File: config.mk
export PLATFORM = sky130hd
export DESIGN_NAME = pe_array_feeder_flat
export DESIGN_NICKNAME = d
export VERILOG_FILES = /design/src/rtl/pe_array_feeder_if.sv /design/src/rtl/pe_array_feeder.sv /design/src/flat_wrapper.sv
export SDC_FILE = /design/constraint.sdc
export NUM_CORES = 1
export LEC_CHECK = 0
export CORE_UTILIZATION = 32
export CTS_CLUSTER_DIAMETER = 60
export DETAILED_ROUTE_END_ITERATION = 7
export DONT_BUFFER_PORTS = 1
export MAX_ROUTING_LAYER = met4
export PLACE_DENSITY = 0.54
export SLEW_MARGIN = 5
export SYNTH_ARGS = -nofsm -noshare
export SYNTH_HDL_FRONTEND = slang
export SYNTH_SLANG_ARGS = --single-unit
File: constraint.sdc
create_clock -name i_clk -period 6.1 [get_ports i_clk]
set_clock_uncertainty 0.2 [all_clocks]
set_input_delay 0 -clock i_clk [delete_from_list [all_inputs] [get_ports i_clk]]
set_output_delay 0 -clock i_clk [all_outputs]
set_load 0.01 [all_outputs]
File: src/rtl/pe_array_feeder_if.sv
// Operand vector stream into the systolic-array feeder: one (A-column, B-row) pair per beat.
// Latency: none, this is a wiring bundle.
// Backpressure: a beat transfers on a cycle where i_valid and o_ready are both high.
interface pe_array_feeder_if #(
    parameter int N     = 4,
    parameter int WIDTH = 8
);
    logic               i_valid;
    logic               o_ready;
    logic [N*WIDTH-1:0] i_a_vec;
    logic [N*WIDTH-1:0] i_b_vec;

    // Producer drives the vectors and valid; the feeder returns ready.
    modport master (output i_valid, output i_a_vec, output i_b_vec, input o_ready);
    modport slave  (input i_valid, input i_a_vec, input i_b_vec, output o_ready);
endinterface

File: src/rtl/pe_array_feeder.sv
// Skewing operand feeder and job sequencer for an N x N output-stationary MAC array.
// Latency: lane k of an accepted beat reaches the array edge k+1 cycles later; o_done 2N cycles after last accept.
// Backpressure: o_ready only while beats remain in STREAM; stalls inject zero beats. Optional FEEDER_STALL_CNT_EN adds o_stall_cnt.
module pe_array_feeder #(
    parameter int N     = 4,
    parameter int WIDTH = 8,
    parameter int KW    = 16
) (
    input  logic               i_clk,
    input  logic               i_arst_n,
    input  logic               i_start,
    input  logic [KW-1:0]      i_k,
    pe_array_feeder_if.slave   vec_if,
    output logic [N*WIDTH-1:0] o_a_lane,
    output logic [N*WIDTH-1:0] o_b_lane,
    output logic               o_doProcess,
    output logic               o_busy,
    output logic               o_done,
    input  logic               i_ack
`ifdef FEEDER_STALL_CNT_EN
    ,
    output logic [15:0]        o_stall_cnt
`endif
);

    localparam logic [1:0] ST_IDLE   = 2'd0;
    localparam logic [1:0] ST_STREAM = 2'd1;
    localparam logic [1:0] ST_DRAIN  = 2'd2;
    localparam logic [1:0] ST_DONE   = 2'd3;

    // Drain must cover the deepest lane skew plus the diagonal walk to PE(N-1,N-1).
    localparam int         DW         = $clog2(2 * N);
    localparam logic [DW-1:0] DRAIN_INIT = DW'(2 * N - 2);

    logic [1:0]    state_q, state_d;
    logic [KW-1:0] beats_q, beats_d;
    logic [DW-1:0] drain_q, drain_d;
    logic          do_q;
    logic          ready;
    logic          accept;

    assign ready          = (state_q == ST_STREAM) && (beats_q != '0);
    assign accept         = vec_if.i_valid && ready;
    assign vec_if.o_ready = ready;
    assign o_busy         = (state_q != ST_IDLE);
    assign o_done         = (state_q == ST_DONE);
    assign o_doProcess    = do_q;

    // Job sequencing: beat countdown while streaming, fixed-length drain, hold until acked.
    always_comb begin
        state_d = state_q;
        beats_d = beats_q;
        drain_d = drain_q;
        case (state_q)
            ST_IDLE: begin
                if (i_start) begin
                    beats_d = i_k;
                    drain_d = DRAIN_INIT;
                    state_d = (i_k == '0) ? ST_DRAIN : ST_STREAM;
                end
            end
            ST_STREAM: begin
                if (accept) begin
                    beats_d = beats_q - 1'b1;
                    if (beats_q == KW'(1)) begin
                        drain_d = DRAIN_INIT;
                        state_d = ST_DRAIN;
                    end
                end
            end
            ST_DRAIN: begin
                if (drain_q == '0) begin
                    state_d = ST_DONE;
                end else begin
                    drain_d = drain_q - 1'b1;
                end
            end
            ST_DONE: begin
                // Ack wins over a simultaneous start; the start is simply dropped.
                if (i_ack) begin
                    state_d = ST_IDLE;
                end
            end
            default: state_d = ST_IDLE;
        endcase
    end

    // State, counters and the array enable; enable follows next state so it drops the cycle after ack.
    always_ff @(posedge i_clk or negedge i_arst_n) begin
        if (!i_arst_n) begin
            state_q <= ST_IDLE;
            beats_q <= '0;
            drain_q <= '0;
            do_q    <= 1'b0;
        end else begin
            state_q <= state_d;
            beats_q <= beats_d;
            drain_q <= drain_d;
            do_q    <= (state_d != ST_IDLE);
        end
    end

    // Per-lane skew lines: lane k is k+1 registers deep so the array sees a diagonal wavefront.
    for (genvar k = 0; k < N; k++) begin : g_lane
        logic [WIDTH-1:0] a_sk_q [k+1];
        logic [WIDTH-1:0] b_sk_q [k+1];
        logic [WIDTH-1:0] a_in_d;
        logic [WIDTH-1:0] b_in_d;

        // Anything but an accepted beat enters as zero so the MACs add nothing.
        assign a_in_d = accept ? vec_if.i_a_vec[k*WIDTH +: WIDTH] : '0;
        assign b_in_d = accept ? vec_if.i_b_vec[k*WIDTH +: WIDTH] : '0;

        // Shift the lane one stage per cycle, unconditionally, to keep lanes aligned across stalls.
        always_ff @(posedge i_clk or negedge i_arst_n) begin
            if (!i_arst_n) begin
                for (int s = 0; s <= k; s++) begin
                    a_sk_q[s] <= '0;
                    b_sk_q[s] <= '0;
                end
            end else begin
                a_sk_q[0] <= a_in_d;
                b_sk_q[0] <= b_in_d;
                for (int s = 1; s <= k; s++) begin
                    a_sk_q[s] <= a_sk_q[s-1];
                    b_sk_q[s] <= b_sk_q[s-1];
                end
            end
        end

        assign o_a_lane[k*WIDTH +: WIDTH] = a_sk_q[k];
        assign o_b_lane[k*WIDTH +: WIDTH] = b_sk_q[k];
    end

`ifdef FEEDER_STALL_CNT_EN
    logic [15:0] stall_q;

    // Count streaming cycles that moved no beat; cleared by a new job, held after streaming ends.
    always_ff @(posedge i_clk or negedge i_arst_n) begin
        if (!i_arst_n) begin
            stall_q <= '0;
        end else if ((state_q == ST_IDLE) && i_start) begin
            stall_q <= '0;
        end else if ((state_q == ST_STREAM) && !accept && (stall_q != 16'hFFFF)) begin
            stall_q <= stall_q + 16'd1;
        end
    end

    assign o_stall_cnt = stall_q;
`endif

endmodule

File: src/flat_wrapper.sv
// flat-port wrapper written by rule: the top's interface ports become plain ports
module pe_array_feeder_flat 
#(
    parameter int N     = 4,
    parameter int WIDTH = 8,
    parameter int KW    = 16
)
  (i_clk, i_arst_n, i_start, i_k, o_a_lane, o_b_lane, o_doProcess, o_busy, o_done, i_ack, vec_if_i_valid, vec_if_i_a_vec, vec_if_i_b_vec, vec_if_o_ready);
  pe_array_feeder_if #(.N(N), .WIDTH(WIDTH)) vec_if_i ();
  input  logic i_clk;
  input  logic i_arst_n;
  input  logic i_start;
  input  logic [KW-1:0] i_k;
  output logic [N*WIDTH-1:0] o_a_lane;
  output logic [N*WIDTH-1:0] o_b_lane;
  output logic o_doProcess;
  output logic o_busy;
  output logic o_done;
  input  logic i_ack;
  input wire logic [$bits(vec_if_i.i_valid)-1:0] vec_if_i_valid;
  input wire logic [$bits(vec_if_i.i_a_vec)-1:0] vec_if_i_a_vec;
  input wire logic [$bits(vec_if_i.i_b_vec)-1:0] vec_if_i_b_vec;
  output wire logic [$bits(vec_if_i.o_ready)-1:0] vec_if_o_ready;
  assign vec_if_i.i_valid = vec_if_i_valid;
  assign vec_if_i.i_a_vec = vec_if_i_a_vec;
  assign vec_if_i.i_b_vec = vec_if_i_b_vec;
  assign vec_if_o_ready = vec_if_i.o_ready;
  pe_array_feeder #(.N(N), .WIDTH(WIDTH), .KW(KW)) u_core (.i_clk(i_clk), .i_arst_n(i_arst_n), .i_start(i_start), .i_k(i_k), .vec_if(vec_if_i), .o_a_lane(o_a_lane), .o_b_lane(o_b_lane), .o_doProcess(o_doProcess), .o_busy(o_busy), .o_done(o_done), .i_ack(i_ack));
endmodule
; Yosys cells after proc, flatten, opt, wreduce, memory -nomap -nowiden
; Cells that the tools add are included.
[totals]
word_cells = 69
reg_bits = 182
input_bits = 85
[classes]
n_mux = 23
n_eq_ne = 8
n_addsub = 2
reduce_logical = 12
[ops]
columns = cell, n
row1 = 8-bit 2-to-1 mux, 8
row2 = 16-bit 2-to-1 mux, 2
row3 = 16-bit case mux with 2 select lines, 1
row4 = 16-bit by 1-bit == test with 1-bit output (second input constant), 1
row5 = 16-bit logical NOT, 1
row6 = 16-bit nonzero test, 1
row7 = 16-bit by 1-bit subtractor with 16-bit output (second input constant), 1
row8 = 2-bit 2-to-1 mux, 6
row9 = 3-bit 2-to-1 mux, 4
row10 = 3-bit case mux with 3 select lines, 1
row11 = 2-bit case mux with 4 select lines, 1
row12 = 2-bit != test (second input constant), 3
row13 = 2-bit nonzero test, 3
row14 = 5-bit AND reduction, 1
row15 = 2-bit == test (second input constant), 2
row16 = 3-bit logical NOT, 1
row17 = 3-bit AND reduction, 1
row18 = 3-bit nonzero test, 1
row19 = 3-bit by 1-bit subtractor with 3-bit output (second input constant), 1
row20 = 2-bit by 1-bit == test with 1-bit output (second input constant), 1
row21 = 1-bit logical AND, 2
row22 = 2-bit logical NOT, 1
row23 = 2-bit by 1-bit != test with 1-bit output (second input constant), 1

; Logic depth before layout (Yosys ltp)
[logic_depth]
depth_word = 6
ltp_mapped = 7

; Least setup slack after synthesis
; Ideal clock, no wire load.
[synth_path]
kind = register to register
startpoint = reg u_core.beats_q[0]
endpoint = reg u_core.beats_q[13]
setup_time_ps = 127
synth_period_minus_slack_ps = 2027
t_required_ps = 5773
setup_slack_ps = 4073
path_stages_with_launch = 8
n_path_buf = 1
arrival_ps = 1701
cell_sequence = dfrtp_1 -> inv_1 -> ha_1 -> nor4b_1 -> and4_1 -> buf_4 -> a21oi_1 -> a221o_2
[synth_via]
elab_chain_len = 5
[synth_rtl]
columns = element, line_no
row1 = from (decl), pe_array_feeder.sv:36  ; logic [KW-1:0] beats_q, beats_d;
row2 = from (signal assigned), pe_array_feeder.sv:97  ; beats_q <= beats_d;
row3 = branches (longest 5 deep; another with 16-bit by 1-bit subtractor with 16-bit output), -
; Several ways; the timed one is not identified. The select of a mux whose other input is x is not followed.
; A chain may end at the register's enable or synchronous reset.

; Final worst setup path
[layout_path]
startpoint = reg u_core.beats_q[6]
endpoint = reg u_core.beats_q[11]
; Same word-level chain as after synthesis.

==> impl_metrics.json <==
{
  "status": "finished, final reports clean",
  "p_total_mw": 2.69,
  "final_cell_area_mm2": 0.00779,
  "num_rows": 51,
  "r2r_start": "u_core.beats_q[6]",
  "clk_pin_slew_ps": 70,
  "ant_nets": 0,
  "syn_avg_cell_area_um2": 14.0,
  "synth_top_area_share_pct": 71.9,
  "reg2reg_to": "u_core.beats_q[11]",
  "drt_iter0_markers": 144,
  "cts-root-buf": "clkbuf_16",
  "dpl.hpwl_um": 7400,
  "ys_seq_elements": 182,
  "final_cell_mix": "182 x dfrtp_1, 93 x dlygate4sd3_1, 65 x and2_1, 17 x clkbuf_16",
  "antenna_found_initial": 1,
  "cts_sinks": 182,
  "end_kind": "flip-flop",
  "place_inst": 656,
  "numCtsBuffers": 17,
  "drt_pass1_iterations": 4,
  "startpoint_type": "flip-flop",
  "ios": 153,
  "p_per_area_mw_per_mm2": 345,
  "ys_seq_area_share_pct": 71.9,
  "clock.fmax_ghz": 0.309,
  "hp-class": "input port to flip-flop",
  "h-tree-depth": 4,
  "synth_nets": 544,
  "hold_path_end": "u_core.g_lane[1].a_sk_q[13]",
  "drt_wl_total_um": 12400,
  "grt_pass1_wl_um": 19600,
  "rsz0062_at_grt": "no",
  "die_x_um": 143,
  "ys_warn_count": 0,
  "synth_area_leaders": "dfrtp_1 72%, and2_1 6.4%, buf_4 5.8%",
  "drv_cap": 0,
  "ys.flop_type": "dfrtp_1",
  "fin_crit_ps": 3230,
  "viasPerCell": 4.52,
  "ff2ff_path_depth": 5,
  "place.gp.congestion": 0.879,
  "core-area_mm2": 0.0195,
  "final_common_cell": "dfrtp_1",
  "synth_edf_count": 0,
  "fin_crit_sh_pct": 53.0,
  "path_max_fanout": 13,
  "drcViolationCount": 0,
  "criticalPathCategory": "flip-flop to flip-flop",
  "peakVddDrop_mv": 0.156,
  "syn_inst": 454,
  "routedWlPerCell_um": 15.9,
  "nNetsFinal": 594,
  "hold_viol": 0,
  "clock_path_buffers": 2,
  "vias": 3540,
  "overflow": 0,
  "reg2reg_slack_ps": 2870,
  "maxSlewHeadroom_pct": 37.5,
  "setup_viol": 0,
  "grt_usage_pct": 13.2,
  "finalMaxSlewViolations": 0,
  "tightest_slew_ps": 929,
  "synth_area_mm2": 0.00634,
  "grt_pass1_vias": 3715,
  "clock_latency_ps": 420,
  "p_leak_nw": 3.50,
  "dieArea_mm2": 0.0204,
  "synth_cell_types": 47,
  "final_cells": 783,
  "cp_data_arrival_time_ps": 3340,
  "tns_ps": 0,
  "cts_tree": "built",
  "worstPathRequired_ps": 6200,
  "grt_max_degree": 183,
  "fin_util_pct": 40.1,
  "die_height_um": 143,
  "hp-start": "vec_if_i_a_vec[13]",
  "initial_core_util_pct": 32.6,
  "syn_to_final_growth_pct": 23.0,
  "final_layout_size_suffix_gt1_share_pct": 8.70,
  "placed_cell_area_mm2": 0.00625,
  "holdPathStages": 2,
  "synth.largest_area_cell": "dfrtp_1",
  "synthArstFlopShare_pct": 100,
  "io_buffers": 0
}
layout make-up:
type                            count  area, µm²
Sequential cell                   182       4550
Antenna cell                        1       2.50
Multi-Input combinational cell    195       1300
Tap cell                          265        332
Clock inverter                     13        140
Inverter                           11       41.3
Clock buffer                       19        443
Timing Repair Buffer               97        981
Fill cell                        1850      11700
metrics by stage:
stage,hold slack [ps],setup slack [ps]
floorplan,-496,4070
global placement,-492,3410
detailed placement,-492,3300
CTS,7.70,2930
global route,16.6,2660
finish,34.9,2870
critical path, cell delays in order (launching register included):
cell and delay, ps:
dfrtp_1 430, nor4_2 820, and4_1 560, a21o_1 380, o21ai_0 150, dlygate4sd3_1 570
cells by family after synthesis:
| kind of cell | count (synthesis) | synth area share (%) |
|---|---|---|
| AND/OR/NAND/NOR | 123 | 11.9 |
| AO/OA/AOI/OAI | 64 | 6.79 |
| flip-flops | 182 | 71.9 |
| multiplexers | 3 | 0.671 |
| buffers and inverters | 77 | 7.76 |
| adder cells (fa/ha/maj) | 5 | 0.987 |
cell usage after synthesis (3+ instances only):
master and number:
and3_1 4, o211ai_1 3, nor2_1 10, ha_1 5, o21ai_0 11, nor4_1 5, nor3b_1 3, a21oi_1 12
a31oi_1 5, inv_1 11, a211oi_1 8, buf_4 49, nor4_2 3, a2bb2oi_1 7, nor3_1 6, and2_1 65
nand2_1 11, clkbuf_1 12, and4_1 3, o22ai_1 5, dfrtp_1 182, buf_2 3
flip-flops by register name (all words and copies together) (netlist names):
name / cells
u_core.g_lane.a_sk_q: 56
u_core.g_lane.b_sk_q: 56
u_core.o_a_lane: 24
u_core.o_b_lane: 24
u_core.beats_q: 16
u_core.drain_q: 3
u_core.state_q: 2
u_core.o_doProcess: 1
worst max-delay path by stage:
stage,cells after the start,end,startpoint
3_5_place_dp,4,u_core.beats_q[13],u_core.beats_q[6]
4_1_cts,5,u_core.beats_q[15],u_core.beats_q[6]
3_3_place_gp,4,u_core.beats_q[13],u_core.beats_q[6]
6_report,5,u_core.beats_q[11],u_core.beats_q[6]
2_1_floorplan,7,u_core.beats_q[13],u_core.beats_q[0]
5_1_grt,5,u_core.beats_q[11],u_core.beats_q[6]
report_power, final:
part	internal [mW]	switching (mW)	leakage [nW]	total, mW
Combinational	0.120	0.116	0.911	0.235
Clock	0.588	0.486	0.282	1.07
Sequential	1.30	0.0841	2.31	1.38
Total	2.00	0.685	3.50	2.69
repair_timing:
action,CTS,global route
setup endpoints to repair,0,0
gates resized for setup,0,0
hold endpoints to repair,268,0
buffers inserted,0,0
hold buffers,94,0
per-layer routing:
metal | GRT usage [%] | routed length (µm) | up-vias
met5 | - | 0 | -
met4 | 5.32 | 216 | 0
met3 | 4.36 | 681 | 19
met2 | 21.1 | 6400 | 120
met1 | 15.2 | 5120 | 1822
li1 | - | - | 1579
(Power assumes the default switching activity.)
